$ cat config.mk
export PLATFORM = sky130hd
export DESIGN_NAME = divisor_preco_peso_seq
export DESIGN_NICKNAME = d
export VERILOG_FILES = /design/src/rtl/balanca_pkg.sv /design/src/rtl/divisor_restaurador_seq.sv /design/src/rtl/divisor_preco_peso_seq.sv
export SDC_FILE = /design/constraint.sdc
export NUM_CORES = 1
export LEC_CHECK = 0
export BUFFER_PORTS_ARGS = -buffer_cell sky130_fd_sc_hd__buf_4
export CAP_MARGIN = 20
export CORE_ASPECT_RATIO = 0.7
export CORE_UTILIZATION = 45
export DETAILED_ROUTE_END_ITERATION = 10
export PLACE_DENSITY_LB_ADDON = 0.12
export REMOVE_ABC_BUFFERS = 1
export SLEW_MARGIN = 40
export SYNTH_ARGS = -nofsm -noshare
export SYNTH_HDL_FRONTEND = slang
export SYNTH_HIERARCHICAL = 1
export SYNTH_SLANG_ARGS = --single-unit
$ cat constraint.sdc
create_clock -name clk -period 3.3 [get_ports clk]
set_input_delay 0.165 -clock clk [delete_from_list [all_inputs] [get_ports clk]]
set_output_delay 0.165 -clock clk [all_outputs]
set_load 0.1 [all_outputs]
$ cat src/rtl/balanca_pkg.sv
// Shared constants, state type and price scaling for the price->weight divider.
// Build option: DIV_ROUND_EN selects round-to-nearest (one extra dividend bit and step).
package balanca_pkg;

    localparam int W_PRECO    = 11;
    localparam int W_PRECO_KG = 9;
    localparam int W_PESO     = 11;
    localparam int ESCALA     = 1000;
`ifdef DIV_ROUND_EN
    localparam int W_DIV      = W_PRECO + 11;
`else
    localparam int W_DIV      = W_PRECO + 10;
`endif
    localparam int W_CNT      = $clog2(W_DIV);

    localparam logic [W_PESO-1:0] PESO_MAX = '1;

    typedef enum logic [1:0] {IDLE, LOAD, DIV, DONE} estado_t;

    // x*1000 as x*1024 - x*16 - x*8, cheaper than a generic multiplier
    function automatic logic [W_DIV-1:0] escala_mul(input logic [W_PRECO-1:0] x);
        logic [W_DIV-1:0] xe;
        xe = W_DIV'(x);
        return (xe << 10) - (xe << 4) - (xe << 3);
    endfunction

endpackage

$ cat src/rtl/divisor_restaurador_seq.sv
// Generic restoring divider core: one quotient bit per step, MSB of dividend first.
module divisor_restaurador_seq #(
    parameter int W_DIV = 21,
    parameter int W_DSR = 9
) (
    input  logic             clk,
    input  logic             rst_n,
    input  logic             load,
    input  logic             step,
    input  logic [W_DIV-1:0] dividend,
    input  logic [W_DSR-1:0] divisor,
    output logic [W_DIV-1:0] quociente,
    output logic [W_DIV-1:0] quociente_prox,
    output logic [W_DSR-1:0] resto
);

    logic [W_DIV-1:0] dvd;
    logic [W_DSR-1:0] dsr;
    logic [W_DSR:0]   rem_sh;
    logic [W_DSR:0]   rem_nx;
    logic             q_bit;

    always_comb begin
        rem_sh = {resto, dvd[W_DIV-1]};
        q_bit  = (rem_sh >= {1'b0, dsr});
        rem_nx = q_bit ? (rem_sh - {1'b0, dsr}) : rem_sh;
        quociente_prox = {quociente[W_DIV-2:0], q_bit};
    end

    always_ff @(posedge clk or negedge rst_n) begin
        if (!rst_n) begin
            dvd       <= '0;
            dsr       <= '0;
            resto     <= '0;
            quociente <= '0;
        end else if (load) begin
            dvd       <= dividend;
            dsr       <= divisor;
            resto     <= '0;
            quociente <= '0;
        end else if (step) begin
            dvd       <= dvd << 1;
            // after a restoring step the remainder is always below the divisor
            resto     <= rem_nx[W_DSR-1:0];
            quociente <= quociente_prox;
        end
    end

endmodule

$ cat src/rtl/divisor_preco_peso_seq.sv
// Sell-by-value helper: peso = preco*ESCALA/preco_kg, start/done handshake, saturated result.
// Build option: DIV_ROUND_EN adds floor(preco_kg/2) to the dividend for round-to-nearest.
module divisor_preco_peso_seq
    import balanca_pkg::*;
(
    input  logic                  clk,
    input  logic                  rst_n,
    input  logic                  start,
    input  logic [W_PRECO-1:0]    preco_11b,
    input  logic [W_PRECO_KG-1:0] preco_kg_9b,
    output logic                  busy,
    output logic                  done,
    output logic [W_PESO-1:0]     peso_11b,
    output logic                  saturado,
    output logic                  erro_div_zero
);

    estado_t               state, state_nx;
    logic [W_CNT-1:0]      cnt;
    logic [W_PRECO-1:0]    preco_r;
    logic [W_PRECO_KG-1:0] kg_r;
    logic                  div_zero;
    logic [W_DIV-1:0]      dividend;
    logic [W_DIV-1:0]      quociente;
    logic [W_DIV-1:0]      q_final;
    logic [W_PRECO_KG-1:0] resto;

    assign div_zero = (kg_r == '0);
    assign busy     = (state != IDLE);
    assign done     = (state == DONE);

`ifdef DIV_ROUND_EN
    assign dividend = escala_mul(preco_r) + W_DIV'(kg_r >> 1);
`else
    assign dividend = escala_mul(preco_r);
`endif

    divisor_restaurador_seq #(
        .W_DIV (W_DIV),
        .W_DSR (W_PRECO_KG)
    ) u_core (
        .clk            (clk),
        .rst_n          (rst_n),
        .load           (state == LOAD),
        .step           (state == DIV && !div_zero),
        .dividend       (dividend),
        .divisor        (kg_r),
        .quociente      (quociente),
        .quociente_prox (q_final),
        .resto          (resto)
    );

    always_comb begin
        state_nx = state;
        case (state)
            IDLE:    if (start) state_nx = LOAD;
            LOAD:    state_nx = DIV;
            DIV:     if (cnt == '0) state_nx = DONE;
            DONE:    state_nx = IDLE;
            default: state_nx = IDLE;
        endcase
    end

    always_ff @(posedge clk or negedge rst_n) begin
        if (!rst_n) state <= IDLE;
        else        state <= state_nx;
    end

    always_ff @(posedge clk or negedge rst_n) begin
        if (!rst_n) begin
            cnt           <= '0;
            preco_r       <= '0;
            kg_r          <= '0;
            peso_11b      <= '0;
            saturado      <= 1'b0;
            erro_div_zero <= 1'b0;
        end else begin
            case (state)
                IDLE: if (start) begin
                    preco_r       <= preco_11b;
                    kg_r          <= preco_kg_9b;
                    saturado      <= 1'b0;
                    erro_div_zero <= 1'b0;
                end
                // divide-by-zero still spends one DIV cycle so its latency stays at two clocks
                LOAD: cnt <= div_zero ? '0 : W_CNT'(W_DIV - 1);
                DIV: begin
                    if (cnt != '0) begin
                        cnt <= cnt - 1'b1;
                    end else if (div_zero) begin
                        peso_11b      <= PESO_MAX;
                        erro_div_zero <= 1'b1;
                    end else if (q_final > W_DIV'(PESO_MAX)) begin
                        peso_11b <= PESO_MAX;
                        saturado <= 1'b1;
                    end else begin
                        peso_11b <= q_final[W_PESO-1:0];
                    end
                end
                default: ;
            endcase
        end
    end

endmodule

Word-level counts from Yosys, hierarchy flattened
Index checks and enable logic that the tools add are counted.
{ "word_totals": {"regBits": 99, "inputBits": 23, "out_inout_bits": 15} }
{ "op_classes": {"eq_ne": 10, "muxes": 23, "n_lt_le_gt_ge": 2, "addsub": 4, "bitwise_logic": 1, "n_reduce_logical": 16} }
{ "ops": {"columns": ["op", "n"], "rows": [
  ["two-way mux 21 bit", 2],
  ["two-way mux 20 bit", 2],
  ["two-way mux 9 bit", 3],
  ["two-way mux 11 bit", 2],
  ["greater-than comparator 21 x 11 -> 1 bit, second input constant", 1],
  ["subtractor 21 x 14 -> 21 bit", 1],
  ["subtractor 21 x 15 -> 21 bit", 1],
  ["greater-or-equal comparator 10 x 9 -> 1 bit", 1],
  ["two-way mux 5 bit", 2],
  ["case mux 5 bit (2 select lines)", 1],
  ["logical NOT 9 bit", 1],
  ["subtractor 9 bit", 1],
  ["!= test 2 bit, second input constant", 4],
  ["case mux 2 bit (4 select lines)", 1],
  ["AND reduction 2 bit", 4],
  ["nonzero test 2 bit", 4],
  ["two-way mux 1 bit", 6],
  ["!= test 2 x 1 -> 1 bit, second input constant", 3],
  ["logical NOT 5 bit", 1],
  ["AND reduction 5 bit", 1],
  ["nonzero test 5 bit", 1],
  ["subtractor 5 x 1 -> 5 bit, second input constant", 1],
  ["== test 2 bit, second input constant", 2],
  ["two-way mux 2 bit", 2],
  ["other kinds (7)", 8]
]} }

Longest topological paths before layout
{ "logic_depth": {"depth_word": 6, "ltp_mapped": 12, "ltp_nobuf": 12} }

Modules after synthesis
Netlist, hierarchy kept.
{ "by_module_without_submodules": {"columns": ["module", "instances", "area_each_um2", "seq_area_each_um2", "cells_each"], "rows": [
  ["divisor_restaurador_seq", 1, 3268.1, 1501.4, 335],
  ["divisor_preco_peso_seq", 1, 2732.6, 1001.0, 267]
]} }

Worst setup path before layout
No wires, ideal clock.
{ "synth_timing": {"kind": "register -> register", "from": "register preco_r[7]", "to": "register u_core.dvd[18]", "arrival_ns": 2.438, "n_path_buf": 0, "stages_incl_launch_ff": 11, "synth_period_minus_slack_ns": 2.521, "t_required_ns": 3.217, "setup_slack_ns": 0.779, "setup_time_ns": 0.083, "cell_sequence": "dfrtp_1 inv_1 fa_1 ha_1 a21o_1 a311oi_1 o21ai_2 a21oi_2 xnor2_1 nand2_1 o21ai_0"} }
{ "synth_between": {"elab_chain_cells": 3} }
{ "synth_rtl": {"columns": ["element", "line_no", "text"], "rows": [
  ["start, declared", "divisor_preco_peso_seq.sv:20", "logic [W_PRECO-1:0] preco_r;"],
  ["start signal, assigned", "divisor_preco_peso_seq.sv:80", "preco_r <= preco_11b;"],
  ["subtractor 21 x 15 -> 21 bit", "balanca_pkg.sv:24", "return (xe << 10) - (xe << 4) - (xe << 3);"],
  ["subtractor 21 x 14 -> 21 bit *", "balanca_pkg.sv:24", null],
  ["net dividend[18]", "divisor_preco_peso_seq.sv:23", "logic [W_DIV-1:0] dividend;"],
  ["two-way mux 21 bit *", "divisor_restaurador_seq.sv:36", "end else if (load) begin"],
  ["end signal, assigned", "divisor_restaurador_seq.sv:37", "dvd <= dividend;"],
  ["end signal, assigned", "divisor_restaurador_seq.sv:42", "dvd <= dvd << 1;"],
  ["end, declared", "divisor_restaurador_seq.sv:17", "logic [W_DIV-1:0] dvd;"]
]} }
Mark *: on every way through the listed nets, which the timed path passes. The rest lies on a longest branch.
A chain may end at the register's enable or synchronous reset.

Final worst setup path
{ "layout_timing": {"from": "register preco_r[7]", "to": "register u_core.dvd[14]"} }
The elaborated chain is that of the path after synthesis.

==> flow_metrics.tcl <==
set metrics [dict create \
    skew_ps 6.85 \
    fin_crit_ps 2850 \
    grt_max_degree 55 \
    r2r-start "preco_r[7]$_DFFE_PN0P_" \
    final_hold_viol_count 0 \
    rr_endpoint "u_core/dvd[14]$_DFFE_PN0P_" \
    path_buf_inv 1 \
    crit_path_top_delay_cell "fa_1" \
    die_w_um 140 \
    clock.fmax_mhz 350 \
    drc 0 \
    fin_crit_sh_pct 86.5 \
    path_cells "inv_1 > fa_1 > ha_1 > a21o_1 > or3_1 > o32ai_1 > xnor2_1 > nand2_1 > o21ai_0" \
    r2r_cells 9 \
    ant_nets 0 \
    fin_ws_ps 447 \
    antenna_found_initial 0 \
    fp.dieH_um 98.3 \
    dpl.hpwl_um 8680 \
    grt_overflow 0 \
    rsz0062_at_grt "false" \
    vias 4232 \
    cp_data_required_time_ps 3580 \
    r2r_slack_ps 450 \
    cts_tree "yes" \
    slew_viol_final 0 \
    routed_via_density 5.44 \
    endpoint "u_core/dvd[14]$_DFFE_PN0P_" \
    tightest_slew_ps 700 \
    rows 34 \
    clock_latency_ps 350 \
    critPathArrivalTime_ps 3130 \
    syn-cell-area_um2 5960 \
    gp_congestion 0.864 \
    avgSynthCellArea_um2 9.95 \
    postSynthCellCount 599 \
    final_cell_mix "99 x dfrtp_1, 49 x nand2_1, 47 x nor2_1" \
    start_kind "register" \
    setup_violations 0 \
    synth_warnings 6 \
    ios 38 \
    layout_commonest_cell "dfrtp_1" \
    grt_pass1_vias 4224 \
    die_area_um2 13700 \
    drv_cap 0 \
    cts-resized-gates 0 \
    cts_buffer_depth 2 \
    grt_usage_pct 19.1 \
    drt-initial-drc-count 280 \
    antenna_cells 0 \
    status "finished, final reports clean" \
    relSlewSlack_pct 53.3 \
    cts_setup_buffers 0 \
    cts.sinks 99 \
    cts_root_buf "clkbuf_16" \
    nets 682 \
    routed_wl_um 12200 \
    cpPeakStageDelay_ps 480 \
    drt-wirelength-per-cell_um 15.7 \
    crit_path_start "preco_r[7]$_DFFE_PN0P_" \
    endpoint_kind "register" \
    drt-pass1-iter-count 5 \
    port_buffers 37 \
    holdCritPathClass "in2reg" \
    clk_pin_slew_ps 80 \
    layout-drive-gt1-share_pct 14.8 \
    grt_pass1_wl_um 20800 \
    critPathKind "reg2reg" \
    crit_fanout 8 \
    dp_slack_ps 477 \
    area_delta_synth_final_pct 10.3 \
    crit_cells 9 \
    cts_buffers 9 \
    htree_num_levels 3 \
    cts.hold.buffers_added 1 \
    coreArea_um2 12700 \
    initial_core_util_pct 47.0 \
    crit_family "adder cells" \
]
-- per-stage QoR --
| step | setup TNS (ps) | cell area [um2] | instances | hold WS (ps) | util [%] |
|---|---|---|---|---|---|
| finish | 0 | 6580 | 778 | 39.6 | 51.9 |
| global route | 0 | 6580 | 778 | 34.1 | 51.9 |
| CTS | 0 | 6570 | 778 | 29.8 | 51.8 |
| detailed placement | 0 | 6260 | 761 | 296 | 49.4 |
| global placement | 0 | 6260 | 761 | 285 | 49.4 |
| floorplan | -59440 | 5700 | 556 | -131 | - |
-- registers in the layout, indices dropped and copies added, names as in the netlist --
| signal | cells |
|---|---|
| saturado | 1 |
| u_core/dsr | 9 |
| state | 2 |
| erro_div_zero | 1 |
| u_core/dvd | 21 |
| kg_r | 9 |
| u_core/resto | 9 |
| peso_11b | 11 |
| preco_r | 11 |
| u_core/quociente | 20 |
| cnt | 5 |
-- metal layers --
metal	routed length, um	share of wire [%]	vias up	global-route usage, %
met2	5020	41	67	27.9
met1	6610	54	2053	28.5
met5	0	0	-	0
met4	128	1.0	0	5.41
met3	438	3.6	10	4.07
li1	-	-	2102	-
-- worst min path at each step --
| stage | endpoint | start | cells past startpoint | slack, ps |
|---|---|---|---|---|
| floorplan | cnt[0]$_DFFE_PN0P_ | rst_n | 0 | -130 |
| global placement | preco_r[6]$_DFFE_PN0P_ | rst_n | 1 | 290 |
| detailed placement | preco_r[6]$_DFFE_PN0P_ | rst_n | 1 | 300 |
| CTS | preco_r[7]$_DFFE_PN0P_ | preco_11b[7] | 2 | 30 |
| global route | preco_r[6]$_DFFE_PN0P_ | preco_11b[6] | 2 | 30 |
| finish | kg_r[4]$_DFFE_PN0P_ | preco_kg_9b[4] | 2 | 40 |
-- cell type report --
| class | instances | area (um2) |
|---|---|---|
| timing repair buffer | 44 | 362 |
| fill | 1179 | 6100 |
| sequential | 99 | 2480 |
| clock inverter | 7 | 71.3 |
| multi-input combinational | 418 | 3090 |
| clock buffer | 9 | 225 |
| inverter | 39 | 146 |
| tap | 162 | 203 |
Power is not shown: default switching activity piles up to over one toggle a cycle in this logic, so the estimate is an artifact.
